===== config.mk =====
export PLATFORM = sky130hd
export DESIGN_NAME = iscas_bist_harness_flat
export DESIGN_NICKNAME = d
export VERILOG_FILES = /design/src/rtl/iscas_bist_harness_if.sv /design/src/rtl/iscas_bist_harness.sv /design/src/flat_wrapper.sv
export SDC_FILE = /design/constraint.sdc
export NUM_CORES = 1
export LEC_CHECK = 0
export ABC_AREA = 1
export BUFFER_PORTS_ARGS = -buffer_cell sky130_fd_sc_hd__buf_2
export CAP_MARGIN = 25
export CELL_PAD_IN_SITES_DETAIL_PLACEMENT = 1
export CELL_PAD_IN_SITES_GLOBAL_PLACEMENT = 1
export CORE_UTILIZATION = 38
export CTS_CLUSTER_DIAMETER = 30
export DETAILED_ROUTE_END_ITERATION = 8
export PLACE_DENSITY_LB_ADDON = 0.1
export SLEW_MARGIN = 0
export SYNTH_ARGS = -nofsm -noshare
export SYNTH_HDL_FRONTEND = slang
export SYNTH_SLANG_ARGS = --single-unit
export TNS_END_PERCENT = 5

===== constraint.sdc =====
create_clock -name clk -period 2 [get_ports clk]
set_clock_uncertainty 0.1 [all_clocks]
set_input_delay 0.1 -clock clk [delete_from_list [all_inputs] [get_ports clk]]
set_output_delay 0.1 -clock clk [all_outputs]
set_load 0.01 [all_outputs]

===== src/rtl/iscas_bist_harness_if.sv =====
// rtl/iscas_bist_harness_if.sv - boundary bus between the BIST harness and its pad/core side
//   bist_en, start : run control from the pad side
//   pi             : functional primary inputs
//   core_in        : registered inputs driving the external core
//   core_out       : combinational core outputs
//   po             : registered core outputs
//   busy, done     : run status
//   signature      : MISR contents
//   vec_count      : vectors applied in the current or last run
interface iscas_bist_harness_if #(
    parameter int N_IN   = 36,
    parameter int N_OUT  = 7,
    parameter int MISR_W = 16,
    parameter int VCNT_W = 11
);
    logic              bist_en;
    logic              start;
    logic [N_IN-1:0]   pi;
    logic [N_IN-1:0]   core_in;
    logic [N_OUT-1:0]  core_out;
    logic [N_OUT-1:0]  po;
    logic              busy;
    logic              done;
    logic [MISR_W-1:0] signature;
    logic [VCNT_W-1:0] vec_count;

    // master: pads plus the external core; slave: the harness
    modport master (
        output bist_en, start, pi, core_out,
        input  core_in, po, busy, done, signature, vec_count
    );
    modport slave (
        input  bist_en, start, pi, core_out,
        output core_in, po, busy, done, signature, vec_count
    );
endinterface


===== src/rtl/iscas_bist_harness.sv =====
// rtl/iscas_bist_harness.sv - clocked boundary and LFSR/MISR self-test around a combinational ISCAS core
//   clk : rising-edge clock
//   rst : synchronous active-high reset, overrides everything
//   bus : iscas_bist_harness_if slave (pi/core_in/core_out/po banks, bist_en/start, busy/done/signature/vec_count)
module iscas_bist_harness #(
    parameter int                N_IN      = 36,
    parameter int                N_OUT     = 7,
    parameter int                MISR_W    = 16,
    parameter int                NUM_VEC   = 1024,
    parameter logic [N_IN-1:0]   SEED      = N_IN'(1),
    parameter logic [N_IN-1:0]   LFSR_TAPS = N_IN'(36'h800000800),
    parameter logic [MISR_W-1:0] MISR_TAPS = MISR_W'(16'hB400),
    parameter int                VCNT_W    = $clog2(NUM_VEC + 1)
) (
    input logic                 clk,
    input logic                 rst,
    iscas_bist_harness_if.slave bus
);
    // An all-zero seed would lock the LFSR, so it is replaced by 1.
    localparam logic [N_IN-1:0]   SEED_EFF = (SEED == '0) ? N_IN'(1) : SEED;
    localparam logic [VCNT_W-1:0] VLAST    = VCNT_W'(NUM_VEC - 1);
    localparam logic [VCNT_W-1:0] VMAX     = VCNT_W'(NUM_VEC);

    typedef enum logic [1:0] {
        S_IDLE  = 2'd0,
        S_RUN   = 2'd1,
        S_FLUSH = 2'd2,
        S_DONE  = 2'd3
    } state_t;

    state_t            state;
    logic [N_IN-1:0]   core_in_q;
    logic [N_OUT-1:0]  po_q;
    logic [N_IN-1:0]   lfsr;
    logic [MISR_W-1:0] misr;
    logic [VCNT_W-1:0] vcnt;
    logic              busy_q;
    logic              done_q;
    logic              v1;          // core_in holds a BIST vector
    logic              v2;          // po holds the response to a BIST vector
    logic              flush_last;  // second FLUSH edge

    logic [N_IN-1:0]   lfsr_next;
    logic [MISR_W-1:0] misr_next;

    assign lfsr_next = {lfsr[N_IN-2:0], ^(lfsr & LFSR_TAPS)};
    assign misr_next = {misr[MISR_W-2:0], ^(misr & MISR_TAPS)} ^ MISR_W'(po_q);

    always_ff @(posedge clk) begin
        if (rst) begin
            state      <= S_IDLE;
            core_in_q  <= '0;
            po_q       <= '0;
            lfsr       <= SEED_EFF;
            misr       <= '0;
            vcnt       <= '0;
            busy_q     <= 1'b0;
            done_q     <= 1'b0;
            v1         <= 1'b0;
            v2         <= 1'b0;
            flush_last <= 1'b0;
        end else begin
            po_q      <= bus.core_out;
            core_in_q <= bus.pi;
            v1        <= 1'b0;
            v2        <= v1;
            if (v2) begin
                misr <= misr_next;
            end

            case (state)
                S_IDLE: begin
                    if (bus.start && bus.bist_en) begin
                        state  <= S_RUN;
                        lfsr   <= SEED_EFF;
                        misr   <= '0;
                        vcnt   <= '0;
                        busy_q <= 1'b1;
                    end
                end
                S_RUN: begin
                    core_in_q <= lfsr;
                    lfsr      <= lfsr_next;
                    v1        <= 1'b1;
                    if (vcnt != VMAX) begin
                        vcnt <= vcnt + VCNT_W'(1);
                    end
                    if (vcnt == VLAST) begin
                        state      <= S_FLUSH;
                        flush_last <= 1'b0;
                    end
                end
                S_FLUSH: begin
                    // Two edges: the last vector's response reaches po, then the MISR.
                    if (flush_last) begin
                        state  <= S_DONE;
                        busy_q <= 1'b0;
                        done_q <= 1'b1;
                    end else begin
                        flush_last <= 1'b1;
                    end
                end
                S_DONE: begin
                    if (bus.start && bus.bist_en) begin
                        state  <= S_RUN;
                        lfsr   <= SEED_EFF;
                        misr   <= '0;
                        vcnt   <= '0;
                        busy_q <= 1'b1;
                        done_q <= 1'b0;
                    end else if (!bus.bist_en) begin
                        state  <= S_IDLE;
                        done_q <= 1'b0;
                    end
                end
                default: begin
                    state <= S_IDLE;
                end
            endcase
        end
    end

    assign bus.core_in   = core_in_q;
    assign bus.po        = po_q;
    assign bus.busy      = busy_q;
    assign bus.done      = done_q;
    assign bus.signature = misr;
    assign bus.vec_count = vcnt;
endmodule


===== src/flat_wrapper.sv =====
// flat-port wrapper written by rule: the top's interface ports become plain ports
module iscas_bist_harness_flat 
#(
    parameter int                N_IN      = 36,
    parameter int                N_OUT     = 7,
    parameter int                MISR_W    = 16,
    parameter int                NUM_VEC   = 1024,
    parameter logic [N_IN-1:0]   SEED      = N_IN'(1),
    parameter logic [N_IN-1:0]   LFSR_TAPS = N_IN'(36'h800000800),
    parameter logic [MISR_W-1:0] MISR_TAPS = MISR_W'(16'hB400),
    parameter int                VCNT_W    = $clog2(NUM_VEC + 1)
)
  (clk, rst, bus_bist_en, bus_start, bus_pi, bus_core_out, bus_core_in, bus_po, bus_busy, bus_done, bus_signature, bus_vec_count);
  iscas_bist_harness_if #(.N_IN(N_IN), .N_OUT(N_OUT), .MISR_W(MISR_W), .VCNT_W(VCNT_W)) bus_i ();
  input logic clk;
  input logic rst;
  input wire logic [$bits(bus_i.bist_en)-1:0] bus_bist_en;
  input wire logic [$bits(bus_i.start)-1:0] bus_start;
  input wire logic [$bits(bus_i.pi)-1:0] bus_pi;
  input wire logic [$bits(bus_i.core_out)-1:0] bus_core_out;
  output wire logic [$bits(bus_i.core_in)-1:0] bus_core_in;
  output wire logic [$bits(bus_i.po)-1:0] bus_po;
  output wire logic [$bits(bus_i.busy)-1:0] bus_busy;
  output wire logic [$bits(bus_i.done)-1:0] bus_done;
  output wire logic [$bits(bus_i.signature)-1:0] bus_signature;
  output wire logic [$bits(bus_i.vec_count)-1:0] bus_vec_count;
  assign bus_i.bist_en = bus_bist_en;
  assign bus_i.start = bus_start;
  assign bus_i.pi = bus_pi;
  assign bus_i.core_out = bus_core_out;
  assign bus_core_in = bus_i.core_in;
  assign bus_po = bus_i.po;
  assign bus_busy = bus_i.busy;
  assign bus_done = bus_i.done;
  assign bus_signature = bus_i.signature;
  assign bus_vec_count = bus_i.vec_count;
  iscas_bist_harness #(.N_IN(N_IN), .N_OUT(N_OUT), .MISR_W(MISR_W), .NUM_VEC(NUM_VEC), .SEED(SEED), .LFSR_TAPS(LFSR_TAPS), .MISR_TAPS(MISR_TAPS), .VCNT_W(VCNT_W)) u_core (.clk(clk), .rst(rst), .bus(bus_i));
endmodule

==> results.yml <==
route:
  viasPerCell: 4.79
  vias: 4367
  wl_per_cell_microns: 15.0
  first_iter_violations: 219
  ant_nets: 0
  dr.pass1.iters: 7
  totalWireLength_microns: 13700
  drcViolationCount: 9
logic_synthesis:
  synth-seq-area-share: 0.494
  synthMuxAreaShare: 0
  synth_area_sq_um: 4580
  synthXorXnorAreaFrac: 0.0268
  synthesis.nets: 644
  yosysWarnings: 0
  synth_compound_area_frac: 0.181
  ys_types: 30
  synthesis.instances: 589
  synth-seq-cells: 113
  synth_top_family_by_area: "compound AO/OA/AOI/OAI gates"
  synth_fa_ha_area_frac: 0.0219
  yosys.area_share.simple: 0.154
  syn_area_per_cell_sq_um: 7.77
layout:
  finalNetCount: 811
  area_growth_pct: 38.0
  instances_no_fill: 911
  antennaDiodeCount: 0
  layout-drive-gt1-share: 0.232
  fill_cells: 1458
  final_util: 0.546
grt:
  grt_pass1_wl_microns: 22300
  grt_pass1_vias: 4564
  antenna_found_initial: 0
  grt_start_max_net_pins: 71
  track_usage: 0.228
  grt_overflow: 0
run_status:
  status: "complete, but fails checks"
  violations: "design-rule violations"
power_and_ir_drop:
  p_per_area_nw_per_um2: 1150
  power.leakage_nw: 2.72
  ir_worst_vdd_mv: 0.624
critical_path:
  crit_path_start_kind: "register"
  crit_buf_inv: 3
  end_kind: "register"
  cp.arrival_ns: 2.07
  path_class: "reg -> reg"
  crit_required_ns: 2.19
  crit_slowest_cell: "ha_1"
  crit_fanout: 18
  reg2reg_slack_ns: 0.11
  cp_top_family: "simple AND/OR/NAND/NOR gates"
  crit_path_start: "u_core.state[0]$_SDFFE_PP0P_"
  regToRegStartpoint: "u_core.state[0]$_SDFFE_PP0P_"
  worstPathCellList: "inv_1 > ha_1 > nor2_1 > inv_2 > nand2_4 > o22ai_1 > inv_1 > nor2_1"
  slowest_delay_ns: 0.37
clocking:
  cts_setup_buffers: 0
  cts-buffers-inserted: 17
  clock_latency_ns: 0.41
  cts-root-buf: "clkbuf_16"
  cts_sinks: 113
  clockBufferDepth: 2
  cts_tree: "done"
  cts.reportedPaths.clkPinSlew_ns: 0.05
  cts_htree_levels: 4
die:
  row_count: 39
  ios: 119
  core_sq_um: 11600
  die_h_microns: 112
  start_util: 0.396
  die_area_sq_um: 12500
  die_w_microns: 112
place:
  dp_hpwl_microns: 8230
  routabilityCongestion: 0.757
  pre_cts_ws_ns: 0.0394
  dpl.cell_count: 834
  io_buffers: 118
sta:
  final-setup-viol-count: 0
  max_slew_margin: 0.601
  report.final.slew_viol_count: 0
  hold_ws_ns: 0.0474
  fmax_mhz: 530
  worst_slack_ns: 0.113
  hold_viol: 0
  fin_crit_ns: 1.89
  grt_setup_unrepaired: "no"
  fin_tns_setup_ns: 0
  period_share: 0.943
  tightest_slew_ns: 0.598
worst_hold_path:
  hold_start: "bus_start"
  min_path_type: "in -> reg"
job:
  maxCapViolCount: 0
[synth_stat cells]
cell type	count	share of area
dfxtp_1	113	0.49
inv_1	107	0.088
nor2_1	70	0.057
nand2_1	68	0.056
a21oi_1	57	0.062
o21ai_0	44	0.048
o22ai_1	35	0.048
clkbuf_1	17	0.014
nand3_1	16	0.018
xnor2_1	10	0.019
ha_1	8	0.022
a21oi_2	7	0.013
buf_2	6	0.0066
buf_4	4	0.0066
nand4_1	4	0.0055
xor2_1	4	0.0077
buf_6	2	0.0049
inv_2	2	0.0016
nand2_2	2	0.0027
nand3_2	2	0.0044
nor2_2	2	0.0027
a221oi_1	1	0.0019
clkinv_1	1	0.00082
nand2_4	1	0.0025
nand3_4	1	0.0038
nand3b_1	1	0.0016
o21ai_2	1	0.0019
o21bai_1	1	0.0016
o221ai_1	1	0.0019
o31ai_1	1	0.0016
[where the power goes]
part	total [mW]	internal [mW]	switching, mW	leakage [nW]
Combinational	1.89	0.683	1.21	1.53
Clock	2.74	1.75	0.993	0.267
Sequential	2.64	2.53	0.111	0.923
[logic make-up after synthesis]
family	count (synthesis)
AOI/OAI and AO/OA	148
xor gates and xnor gates	14
adders and majority gates	8
buffers and inverters	139
DFF	113
and+or+nand+nor	167
[sequential cells by signal, summed over array words and instances (netlist names), 2 cells and up]
| register | flops |
|---|---|
| u_core.state | 2 |
| u_core.lfsr | 36 |
| u_core.bus.vec_count | 11 |
| u_core.bus.core_in | 36 |
| u_core.bus.signature | 16 |
| u_core.bus.po | 7 |
[cell type report]
type	count	area, sq um	share of cell area
timing repair buffer	176	1150	0.182
multi-input combinational	338	1780	0.281
sequential	113	2260	0.358
clock buffer	24	472	0.0747
inverter	110	413	0.0654
tap	143	179	0.0283
clock inverter	7	60.1	0.00951
[routing by layer]
metal / vias to the layer above / wire, microns / part of all wire / track usage
met3: 19 / 429 / 0.031 / 0.0523
met2: 82 / 7260 / 0.53 / 0.416
li1: 2205 / - / - / -
met1: 2061 / 5790 / 0.42 / 0.259
met5: - / 0 / 0 / 0
met4: 0 / 205 / 0.015 / 0.0775
[tightest hold or removal path, stage by stage]
cell	delay, ns
buf_2	0.11
nand4_1	0.09
nand3b_1	0.07
nand3_1	0.08
a21oi_1	0.06
[layout by cell type, fill, tap and decap left out, types with 2 or more instances in the layout]
cell,n
a21oi_2,7
dlygate4sd3_1,45
nor2_1,70
nand3_2,2
nor2_2,2
xor2_1,4
clkbuf_16,17
xnor2_1,10
inv_2,3
nand4_1,4
nand3_1,16
buf_4,12
a21oi_1,57
ha_1,7
nand2_2,2
buf_2,118
clkbuf_1,5
clkbuf_8,2
clkinv_2,6
inv_1,106
dfxtp_1,113
o21ai_0,44
o22ai_1,35
nand2_1,68
[worst paths after layout]
| path | to | depth (start not counted) |
|---|---|---|
| setup / recovery | u_core.lfsr[5]$_SDFFE_PP0P_ | 8 |
| hold / removal | u_core.state[0]$_SDFFE_PP0P_ | 5 |
| hold reg to reg | u_core.v2$_SDFF_PP0_ | 2 |
| setup reg to reg | u_core.lfsr[5]$_SDFFE_PP0P_ | 8 |
[per-stage QoR]
stage | cell area [sq um] | power (mW)
5_1_grt | 6310 | 7.65
4_1_cts | 6290 | 7.25
3_3_place_gp | 5310 | 4.38
2_1_floorplan | 4580 | 3.84
3_5_place_dp | 5310 | 4.43
6_report | 6310 | 7.27
[repair_timing]
item / in CTS / in global routing
hold endpoints to repair: 57 / 0
gates resized for setup: 0 / 2
hold buffers: 45 / 0
setup endpoints to repair: 0 / 36
(Power assumes the default switching activity.)
